===== config.mk =====
export PLATFORM = sky130hd
export DESIGN_NAME = camera_config_seq
export DESIGN_NICKNAME = d
export VERILOG_FILES = /design/src/rtl/cam_cfg_pkg.sv /design/src/rtl/sccb_master.sv /design/src/rtl/camera_config_seq.sv
export SDC_FILE = /design/constraint.sdc
export NUM_CORES = 1
export LEC_CHECK = 0
export CORE_MARGIN = 2
export CORE_UTILIZATION = 50
export DETAILED_ROUTE_END_ITERATION = 8
export PLACE_DENSITY = 0.65
export SLEW_MARGIN = 20
export SYNTH_ARGS = -nofsm -noshare
export SYNTH_HDL_FRONTEND = slang
export SYNTH_HIERARCHICAL = 1
export SYNTH_SLANG_ARGS = --single-unit

===== constraint.sdc =====
create_clock -name clk -period 2.3 [get_ports clk]
set_input_delay 0.23 -clock clk [delete_from_list [all_inputs] [get_ports clk]]
set_output_delay 0.23 -clock clk [all_outputs]
set_load 0.05 [all_outputs]

===== src/rtl/cam_cfg_pkg.sv =====
// Shared constants, sequencer state type and counter sizing helper for the
// camera register loader.
package cam_cfg_pkg;

    localparam logic [15:0] ROM_END    = 16'hFFFF;
    localparam logic [15:0] ROM_DELAY  = 16'hFFF0;
    localparam logic [7:0]  SCCB_WR_ID = 8'h42;
    localparam int unsigned MIN_CNT_W  = 18;

    typedef enum logic [2:0] {
        IDLE,
        FETCH,
        DECODE,
        WRITE,
        DELAY,
        NEXT,
        DONE
    } cfg_state_e;

    function automatic int unsigned cnt_width(input int unsigned max_val);
        int unsigned w;
        w = $clog2(max_val + 1);
        return (w > MIN_CNT_W) ? w : MIN_CNT_W;
    endfunction

endpackage


===== src/rtl/sccb_master.sv =====
// SCCB 3-phase write engine: start, id/reg/value bytes each with a released
// 9th bit, stop, then an idle gap before the one-cycle done pulse.
module sccb_master
    import cam_cfg_pkg::*;
#(
    parameter int unsigned CLK_FREQ  = 25_000_000,
    parameter int unsigned SCCB_FREQ = 100_000
) (
    input  logic       clk,
    input  logic       rst,
    input  logic       req,
    input  logic [7:0] id,
    input  logic [7:0] reg_addr,
    input  logic [7:0] value,
    output logic       sioc,
    output logic       siod_oe,
    output logic       done
);

    localparam int unsigned Q_RAW = CLK_FREQ / (4 * SCCB_FREQ);
    localparam int unsigned Q     = (Q_RAW == 0) ? 1 : Q_RAW;
    localparam int unsigned CW    = cnt_width(Q);
    localparam logic [CW-1:0] Q_LAST = CW'(Q - 1);

    typedef enum logic [2:0] {S_IDLE, S_START, S_BITS, S_STOP, S_GAP} sccb_state_e;

    sccb_state_e   r_state;
    logic [CW-1:0] r_qcnt;
    logic [1:0]    r_phase;
    logic [4:0]    r_bit;
    logic [26:0]   r_shift;
    logic          w_qtick;

    assign w_qtick = (r_qcnt == Q_LAST);

    always_ff @(posedge clk or posedge rst) begin
        if (rst) begin
            r_state <= S_IDLE;
            r_qcnt  <= '0;
            r_phase <= 2'd0;
            r_bit   <= 5'd0;
            r_shift <= '0;
            sioc    <= 1'b1;
            siod_oe <= 1'b0;
            done    <= 1'b0;
        end else begin
            done <= 1'b0;
            if (r_state != S_IDLE) begin
                r_qcnt <= w_qtick ? '0 : r_qcnt + 1'b1;
            end
            unique case (r_state)
                S_IDLE: begin
                    if (req) begin
                        // Ack slots are 1 so the bus is released during them.
                        r_shift <= {id, 1'b1, reg_addr, 1'b1, value, 1'b1};
                        r_qcnt  <= '0;
                        siod_oe <= 1'b1;
                        r_state <= S_START;
                    end
                end
                S_START: begin
                    if (w_qtick) begin
                        sioc    <= 1'b0;
                        r_phase <= 2'd0;
                        r_bit   <= 5'd0;
                        r_state <= S_BITS;
                    end
                end
                S_BITS: begin
                    if (w_qtick) begin
                        r_phase <= r_phase + 2'd1;
                        case (r_phase)
                            2'd0: siod_oe <= ~r_shift[26];
                            2'd1: sioc <= 1'b1;
                            2'd3: begin
                                sioc    <= 1'b0;
                                r_shift <= r_shift << 1;
                                if (r_bit == 5'd26) begin
                                    r_state <= S_STOP;
                                end else begin
                                    r_bit <= r_bit + 5'd1;
                                end
                            end
                            default: ;
                        endcase
                    end
                end
                S_STOP: begin
                    if (w_qtick) begin
                        r_phase <= r_phase + 2'd1;
                        case (r_phase)
                            2'd0: siod_oe <= 1'b1;
                            2'd1: sioc <= 1'b1;
                            2'd2: begin
                                siod_oe <= 1'b0;
                                r_phase <= 2'd0;
                                r_state <= S_GAP;
                            end
                            default: ;
                        endcase
                    end
                end
                S_GAP: begin
                    if (w_qtick) begin
                        r_phase <= r_phase + 2'd1;
                        if (r_phase == 2'd3) begin
                            done    <= 1'b1;
                            r_state <= S_IDLE;
                        end
                    end
                end
                default: r_state <= S_IDLE;
            endcase
        end
    end

endmodule


===== src/rtl/camera_config_seq.sv =====
// Walks a register/value ROM and issues one SCCB write per entry, honouring
// delay and end-of-table markers.
module camera_config_seq
    import cam_cfg_pkg::*;
#(
    parameter int unsigned CLK_FREQ     = 25_000_000,
    parameter int unsigned SCCB_FREQ    = 100_000,
    parameter int unsigned DELAY_CYCLES = 250_000
) (
    input  logic        clk,
    input  logic        rst,
    input  logic        start,
    output logic [7:0]  rom_addr,
    input  logic [15:0] rom_data,
    output logic        sioc,
    output logic        siod_oe,
    output logic        busy,
    output logic        done
);

    localparam int unsigned CW = cnt_width(DELAY_CYCLES);
    localparam logic [CW-1:0] DELAY_LAST = CW'((DELAY_CYCLES > 0) ? DELAY_CYCLES - 1 : 0);

    cfg_state_e    r_state;
    logic [CW-1:0] r_cnt;
    logic [15:0]   r_data;
    logic          r_req;
    logic          w_wr_done;

    sccb_master #(
        .CLK_FREQ  (CLK_FREQ),
        .SCCB_FREQ (SCCB_FREQ)
    ) u_sccb (
        .clk      (clk),
        .rst      (rst),
        .req      (r_req),
        .id       (SCCB_WR_ID),
        .reg_addr (r_data[15:8]),
        .value    (r_data[7:0]),
        .sioc     (sioc),
        .siod_oe  (siod_oe),
        .done     (w_wr_done)
    );

    always_ff @(posedge clk or posedge rst) begin
        if (rst) begin
            r_state  <= IDLE;
            r_cnt    <= '0;
            r_data   <= '0;
            r_req    <= 1'b0;
            rom_addr <= 8'd0;
            busy     <= 1'b0;
            done     <= 1'b0;
        end else begin
            unique case (r_state)
                IDLE, DONE: begin
                    if (start) begin
                        rom_addr <= 8'd0;
                        busy     <= 1'b1;
                        done     <= 1'b0;
                        r_cnt    <= '0;
                        r_state  <= FETCH;
                    end
                end
                FETCH: begin
                    // ROM is registered: data is valid in the second cycle.
                    if (r_cnt == CW'(1)) begin
                        r_data  <= rom_data;
                        r_cnt   <= '0;
                        r_state <= DECODE;
                    end else begin
                        r_cnt <= r_cnt + 1'b1;
                    end
                end
                DECODE: begin
                    if (r_data == ROM_END) begin
                        busy    <= 1'b0;
                        done    <= 1'b1;
                        r_state <= DONE;
                    end else if (r_data == ROM_DELAY) begin
                        r_cnt   <= '0;
                        r_state <= DELAY;
                    end else begin
                        r_req   <= 1'b1;
                        r_state <= WRITE;
                    end
                end
                WRITE: begin
                    r_req <= 1'b0;
                    if (w_wr_done) begin
                        r_state <= NEXT;
                    end
                end
                DELAY: begin
                    if (r_cnt == DELAY_LAST) begin
                        r_cnt   <= '0;
                        r_state <= NEXT;
                    end else begin
                        r_cnt <= r_cnt + 1'b1;
                    end
                end
                NEXT: begin
                    if (rom_addr == 8'hFF) begin
                        busy    <= 1'b0;
                        done    <= 1'b1;
                        r_state <= DONE;
                    end else begin
                        rom_addr <= rom_addr + 8'd1;
                        r_cnt    <= '0;
                        r_state  <= FETCH;
                    end
                end
                default: r_state <= IDLE;
            endcase
        end
    end

endmodule

# == Word-level counts from Yosys, hierarchy flattened ==
# Index checks and enable logic that the tools add are counted.
# Widths: inputs -> output; s select.
# totals
in_bits,19
out_inout_bits,12
regBits,106
# classes
addsub,5
mux,72
reduce_logical,27
bitwise_logic,1
eq_ne,45
# op_table
operator,count
$mux 18,10
$pmux 18 s5,1
$mux 27,3
$pmux 27 s2,1
$mux 3,16
$add 18x1->18 const B,2
$eq 16x16->1 const B,2
$ne 2x2->1 const B,12
$ne 2x1->1 const B,11
$mux 5,4
$mux 1,19
$eq 18x1->1 const B,1
$eq 18x18->1 const B,1
$eq 18x6->1 const B,1
$pmux 3 s6,1
$mux 8,2
$pmux 8 s2,1
$reduce_and 4->1,4
$pmux 3 s5,1
$reduce_bool 3->1,5
$eq 3x2->1 const B,4
$eq 3x3->1 const B,4
$pmux 1 s3,4
$reduce_and 6->1,2
other kinds (24),38

# == Logic depth before layout (Yosys ltp) ==
# Gate-level depths: netlist (run 1).
# depth
ltp_word,5
mapped_depth,9

# == Hierarchy ==
# Netlist (run 1), hierarchy kept.
# by_module_without_submodules
module,instances,seq_area_each_um2,area_each_um2,cells_per_inst
sccb_master,1,1452.6,3178.0,365
camera_config_seq,1,1201.2,2585.0,256

# == Worst setup path after synthesis (run 1) ==
# Ideal clock, no wire load.
# synth_timing
path_type,reg-to-reg
from,register rom_addr[0]
to,register r_cnt[12]
stages_incl_launch_ff,10
synth_period_minus_slack_ns,2.325
slack_ns,-0.025
required_ns,2.176
path_buffers,2
arrival_time_ns,2.201
cell_sequence,dfrtp_1 ha_1 nand3_1 nor2_1 a2bb2oi_1 o31ai_1 or2_1 buf_6 buf_6 a211o_1
# synth_via
elab_chain_len,3
# synth_rtl
element,line,text
from (decl),camera_config_seq.sv:13,"output logic [7:0] rom_addr,"
from (signal assigned),camera_config_seq.sv:108,rom_addr <= rom_addr + 8'd1;
$eq 8x8->1,camera_config_seq.sv:103,if (rom_addr == 8'hFF) begin
$ne 2x2->1 (no line),--,
$reduce_and 5->1 (no line),--,
to (signal assigned),camera_config_seq.sv:72,r_cnt <= r_cnt + 1'b1;
to (signal assigned),camera_config_seq.sv:99,r_cnt <= r_cnt + 1'b1;
to (decl),camera_config_seq.sv:25,logic [CW-1:0] r_cnt;
# No other way between the ends.
# A chain may end at the register's enable or synchronous reset.

# == Worst setup path after layout (run 1) ==
# layout_timing
from,register r_cnt[8]
to,register r_cnt[8]
# layout_via
elab_chain_len,3
elab_cells_between_ends,6
# layout_rtl
element,line,text
"$add 18x1->18, or another cell as far along","camera_config_seq.sv:72, camera_config_seq.sv:99",
$mux 18 (on tied branches),"camera_config_seq.sv:95, camera_config_seq.sv:67",
$pmux 18 s5 *,camera_config_seq.sv:55,unique case (r_state)
# Every way passes the cells marked *; elsewhere a longest branch is shown, timed or not.

==> results_dict.tcl, run 1 <==
set metrics [dict create \
    start_util 0.5091 \
    grt_overflow 0 \
    wl_um 12640 \
    grt_pass1_vias 4705 \
    antenna_cells 0 \
    synth_top_area_share 0.4559 \
    antenna_found_initial 0 \
    post-place-ws_ps 58.01 \
    slowest_delay_ps 440 \
    postSynthCellCount 621 \
    cp-start-kind "flop" \
    cts.sinks 106 \
    cts_setup_buffers 0 \
    reg2reg_depth 7 \
    yosysUniqueCellTypes 70 \
    ant_nets 0 \
    power.leakage_nw 2.981 \
    synth-seq-cells 106 \
    finalSetupViolations 0 \
    fin_crit_ps 2168 \
    cts_hold_buf 0 \
    yosysTopAreaCell "dfrtp_1" \
    cts_tree "done" \
    power_density_mw_per_mm2 961.5 \
    maxSlewViolCount 0 \
    fillCellCount 1005 \
    dr_total_vias 4788 \
    crit_start "r_cnt[8]" \
    layout.cells.non_filler 825 \
    clockBufferDepth 2 \
    setup_tns_ps 0 \
    syn-cell-area_sq_mm 0.005763 \
    crit_end "r_cnt[8]" \
    drtIter0Drc 356 \
    worst_hold_path_type "in2async" \
    crit_path_end_kind "flop" \
    p_sw_frac 0.3641 \
    yosysWarnings 6 \
    p_seq_frac 0.441 \
    fin_ws_ps 132.3 \
    grt_max_degree 37 \
    finClkSkew_ps 7.108 \
    reg2reg_to "r_cnt[8]" \
    clockRootBuffer "clkbuf_16" \
    drcViolationCount 0 \
    drive_gt1_frac 0.1334 \
    coreArea_sq_mm 0.01132 \
    slew_headroom 0.6292 \
    status "finished, final reports clean" \
    path_cells "nor4_1 > nand2_1 > nor4_2 > o32ai_1 > buf_4 > and3_1 > a211o_1" \
    synth-seq-area-share 0.4605 \
    final_util 0.5966 \
    worstMarginPinSlew_ps 551.1 \
    grt_pass1_wl_um 22390 \
    dp_hpwl_um 8943 \
    p_clk_frac 0.229 \
    crit_required_ps 2540 \
    synth_edf_count 0 \
    ctsHtreeMaxLevel 3 \
    rows 39 \
    nets 709 \
    placed_cells 809 \
    worstSkewPairLatency_ps 350 \
    max_freq_mhz 461.3 \
    dr.pass1.iters 6 \
    pin_count 31 \
    path_class "reg2reg" \
    rrSetupSlack_ps 130 \
    async_flop_share 1.000 \
    cp.arrival_ps 2410 \
    syn_area_per_cell_sq_um 9.280 \
    die-area_sq_mm 0.01240 \
    switchingPower_mw 2.365 \
    worst_path_max_delay_cell "dfrtp_1" \
    routed_via_density 5.804 \
    fin_crit_sh 0.9425 \
    die_w_um 111.4 \
    area_growth_pct 17.20 \
    p_int_mw 4.129 \
    pwr-share-comb 0.330 \
    place.gp.congestion 0.8367 \
    synth_area_leaders "dfrtp_1 46%, nand2_1 5.5%, a31oi_1 4.0%" \
    io_buffer_count 30 \
    drv_cap 0 \
    post_drt_wl_per_cell_um 15.32 \
    cp_max_fo 16 \
    ir_drop_mv 0.7564 \
    grt.total_usage 0.2166 \
    numCtsBuffers 9 \
    die_y_um 111.4 \
    timing.rr.start "r_cnt[8]" \
    ys.flop_type "dfrtp_1" \
    hold_viol 0 \
    clkTransAtPathRegs_ps 80 \
    grt_setup_unrepaired "no" \
]
==> worst min-delay path by stage <==
stage | to | slack, ps
6_report | r_state[0] | 240
5_1_grt | done | 270
4_1_cts | r_state[0] | 230
3_5_place_dp | u_sccb/r_bit[4] | 490
3_3_place_gp | u_sccb/r_bit[4] | 470
2_1_floorplan | r_data[8] | 360
==> worst max-delay path: cells and delay by family (launching register included) <==
family / cells / cell delay, ps
AO/OA/AOI/OAI: 2 / 380
buffers and inverters: 1 / 200
flip-flops: 1 / 440
AND/OR/NAND/NOR: 4 / 1020
==> cell usage in the layout, fill, tap and decap left out, types with 6 or more instances in the layout <==
master           Yosys  layout
a211o_1             11      11
a21o_1              10      10
a21oi_1             13      13
a31oi_1             37      37
and3_1              14      14
buf_4                1      35
clkbuf_16            0       9
clkdlybuf4s50_1      0      30
conb_1               2       8
dfrtp_1            105     103
ha_1                13      13
inv_1               20      18
mux2_2              16      16
nand2_1             85      85
nand2b_1             9       9
nand3_1             23      23
nand4_1             13      13
nor2_1              55      55
nor2b_1              6       6
nor3_1              20      19
nor3b_1              7       7
nor4_1              13      12
o21ai_0             31      31
or3_1                7       7
xor2_1               6       6
==> what timing repair did <==
item / 4_1_cts / 5_1_grt
setup endpoints to repair: 0 / 13
gates resized for setup: 0 / 3
hold endpoints to repair: 0 / 0
==> synth_stat cells, types with 2 or more instances <==
master,number
and4_1,2
nand4_1,13
a21o_1,10
and3_1,14
buf_6,4
o2111ai_1,4
or2_2,3
nand3_1,23
or3_1,7
o41ai_1,2
nand3b_1,4
mux2i_1,3
o21a_1,2
a211o_1,11
nand2_1,85
mux2_1,2
nor3b_1,7
a41oi_1,3
a31oi_1,37
o31ai_1,2
ha_1,13
o211ai_1,3
buf_2,11
a21oi_1,13
nand2b_1,9
a211oi_1,3
nor2_1,55
inv_1,20
a311oi_1,2
nand4b_1,2
a22o_1,4
xor2_1,6
o21ai_0,31
nor3_1,20
nor4_4,2
nor4_1,13
conb_1,2
clkbuf_1,14
o22ai_1,3
nor2b_1,6
mux2_2,16
o32ai_1,3
dfrtp_1,105
==> power by group through the flow <==
stage	registers, mW	clock network, mW	logic [mW]
floorplan	2.87	0	1.51
global placement	2.86	0	2.09
detailed placement	2.90	0	2.15
CTS	2.86	1.55	2.15
global route	2.96	1.63	2.40
finish	2.86	1.49	2.14
==> final cells by class <==
cell class	count	area, sq um	area share
Sequential cell	106	2656	0.3933
Inverter	21	78.83	0.01167
Clock buffer	9	225.2	0.03335
Multi-Input combinational cell	470	2912	0.4311
Clock inverter	7	60.06	0.008892
Tap cell	143	178.9	0.02649
Timing Repair Buffer	69	643.1	0.09522
==> per-stage QoR <==
step                cell area, sq um  hold WS [ps]  total power, mW
global route                    6754         272.5            6.982
floorplan                       5787         364.7            4.378
CTS                             6741         234.4            6.568
detailed placement              6456         488.5            5.047
global placement                6456         470.5            4.949
finish                          6754         245.0            6.494
==> registers in the layout, summed over array words and instances (netlist names) <==
| signal | cells |
|---|---|
| busy | 1 |
| done | 1 |
| r_cnt | 18 |
| r_data | 16 |
| r_req | 1 |
| r_state | 3 |
| rom_addr | 8 |
| u_sccb/done | 1 |
| u_sccb/r_bit | 5 |
| u_sccb/r_phase | 2 |
| u_sccb/r_qcnt | 18 |
| u_sccb/r_shift | 27 |
| u_sccb/r_state | 3 |
| u_sccb/sioc | 1 |
| u_sccb/siod_oe | 1 |
==> per-layer routing <==
layer,global-route usage,wire length [um],vias up,share of wire
met1,0.2908,5991,2326,0.47
met2,0.3622,6194,75,0.49
met4,0.05185,78,0,0.0062
li1,-,-,2380,-
met3,0.04790,377,7,0.030
met5,0,0,-,0
==> kinds of logic after synthesis <==
family	after synthesis	share of synthesized area
adder cells (fa/ha/maj)	13	0.02822
multiplexers	21	0.04038
AO/OA/AOI/OAI	147	0.1735
buffers and inverters	51	0.04147
XOR/XNOR	7	0.01064
other	2	0.001303
flip-flops	106	0.4605
AND/OR/NAND/NOR	274	0.2440
(Power assumes the default switching activity.)
==> inputs of run 2 (changes only) <==
CAP_MARGIN = 20   (was default)
CORE_MARGIN = default   (was 2)
CORE_UTILIZATION = 55   (was 50)
PLACE_DENSITY = 0.71   (was 0.65)
==> results_dict.tcl, run 2 (synthesized netlist as in run 1, its figures left out) <==
set metrics [dict create \
    status "finished, final reports clean" \
    layout.cells.non_filler 832 \
    crit_end "r_cnt[9]" \
    finalSetupViolations 0 \
    nets 723 \
    start_util 0.5633 \
    top_regs "u_sccb/r_shift: 27 flops, r_cnt: 18 flops, u_sccb/r_qcnt: 18 flops" \
    cts_tree "done" \
    slew_headroom 0.5080 \
    dr.pass1.iters 4 \
    grtUsageMet3 0.05013 \
    dp_hpwl_um 8812 \
    drv_cap 0 \
    cts_hold_buf 0 \
    seq_area_sq_mm 0.002655 \
    worst_hold_path_type "in2async" \
    worst_path_max_delay_cell "dfrtp_1" \
    crit_path_end_kind "flop" \
    power.leakage_nw 3.031 \
    maxSlewViolCount 0 \
    post_drt_wl_per_cell_um 15.28 \
    die-area_sq_mm 0.01089 \
    regMostFlops "u_sccb/r_shift" \
    grt_setup_unrepaired "yes" \
    setup_tns_ps 0 \
    area_growth_pct 17.67 \
    drtIter0Drc 237 \
    clockBufferDepth 2 \
    grt_pass1_vias 4750 \
    io_buffer_count 30 \
    place.gp.congestion 0.8386 \
    path_cells "nor4_2 > nand2_1 > buf_4 > nor3_1 > buf_4 > o32a_1 > buf_12 > nor4_1 > a221o_1" \
    grt_pass1_wl_um 21960 \
    stdcell_area_sq_mm 0.006782 \
    fin_crit_sh 0.9706 \
    worstMarginPinSlew_ps 738.1 \
    crit_start "r_cnt[11]" \
    cts.sinks 106 \
    cp.arrival_ps 2500 \
    finClkSkew_ps 15.30 \
    worstSkewPairLatency_ps 380 \
    rows 37 \
    path_class "reg2reg" \
    max_freq_mhz 447.9 \
    die_y_um 104.4 \
    groute.layer.met2.usage 0.4158 \
    die_w_um 104.4 \
    numCtsBuffers 9 \
    use_met1 0.3249 \
    ir_drop_mv 0.6428 \
    crit_required_ps 2570 \
    multi_input_area_sq_mm 0.002929 \
    grt_overflow 0 \
    final_common_cell "dfrtp_1" \
    placed_cells 815 \
    placed_area_sq_mm 0.006553 \
    drive_gt1_frac 0.1537 \
    coreArea_sq_mm 0.01023 \
    largest_reg_flops 27 \
    fin_crit_ps 2232 \
    fillCellCount 874 \
    ctsHtreeMaxLevel 3 \
    pin_count 31 \
    power_density_mw_per_mm2 931.7 \
    reg2reg_depth 9 \
    top_usage_layer "met2" \
    rrSetupSlack_ps 70 \
    clockRootBuffer "clkbuf_8" \
    reg2reg_to "r_cnt[9]" \
    grt.total_usage 0.2489 \
    slowest_delay_ps 420 \
    grt_max_degree 59 \
    antenna_found_initial 0 \
    final_cell_mix "104 x dfrtp_1, 85 x nand2_1, 55 x nor2_1" \
    drcViolationCount 0 \
    hold_slack_ps 259.9 \
    routed_via_density 5.847 \
    crit_path_frequent_cell "buf_4" \
    hold_viol 0 \
    cp-start-kind "flop" \
    timing.rr.start "r_cnt[11]" \
    antenna_cells 0 \
    wl_um 12710 \
    ant_nets 0 \
    dr_total_vias 4865 \
    cp_max_fo 16 \
    clkTransAtPathRegs_ps 100 \
    power.total_mw 6.318 \
]
## run 2: changes by cell type in the layout (fill, tap and decap cells not counted), sizes merged
| cell | previous run | this run |
|---|---|---|
| clkinv | 1 | 3 |
| inv | 25 | 23 |
| clkinvlp | 2 | 1 |
| bufinv | 0 | 1 |
| buf | 39 | 53 |
## run 2: worst min-delay path by stage
stage	slack, ps	cells past startpoint	startpoint	to
floorplan	360	1	rom_data[8]	r_data[8]
global placement	480	1	u_sccb/r_bit[4]	u_sccb/r_bit[4]
detailed placement	480	1	u_sccb/r_bit[4]	u_sccb/r_bit[4]
CTS	260	3	rst	u_sccb/r_qcnt[1]
global route	280	3	rst	u_sccb/r_qcnt[15]
finish	260	3	rst	u_sccb/r_qcnt[3]
## run 2: routing by layer
layer,share of wire,vias to the layer above
li1,-,2397
met1,0.48,2362
met2,0.48,89
met3,0.031,17
met4,0.013,0
met5,0,-
## run 2: final cells by class
class,instances,share of cell area
multi-input combinational,470,0.4319
sequential,106,0.3915
timing repair buffer,83,0.1103
tap,136,0.02509
clock inverter,7,0.01125
inverter,21,0.01162
clock buffer,9,0.01827
## run 2: repair_timing
item                       CTS  global route
gates resized for setup      0             4
buffers inserted             0             1
setup endpoints to repair    0            23
## run 2: per-stage QoR
stage | utilization | setup slack [ps]
3_5_place_dp | 0.6405 | 22.84
6_report | 0.6628 | 67.52
5_1_grt | 0.6628 | -18.88
2_1_floorplan | - | 4.592
4_1_cts | 0.6600 | 1.618
3_3_place_gp | 0.6397 | -3.063
## run 2: power breakdown
group	internal, mW	switching [mW]	leakage [nW]
clock network	0.513	0.656	0.102
logic	1.06	1.26	1.59
registers	2.40	0.429	1.34
## run 2: worst max-delay path, delay by kind of cell, from the launching register on
kind / cells / cell delay [ps]
compound gates: 2 / 480
buf+inv: 3 / 490
flops: 1 / 420
simple gates: 4 / 720
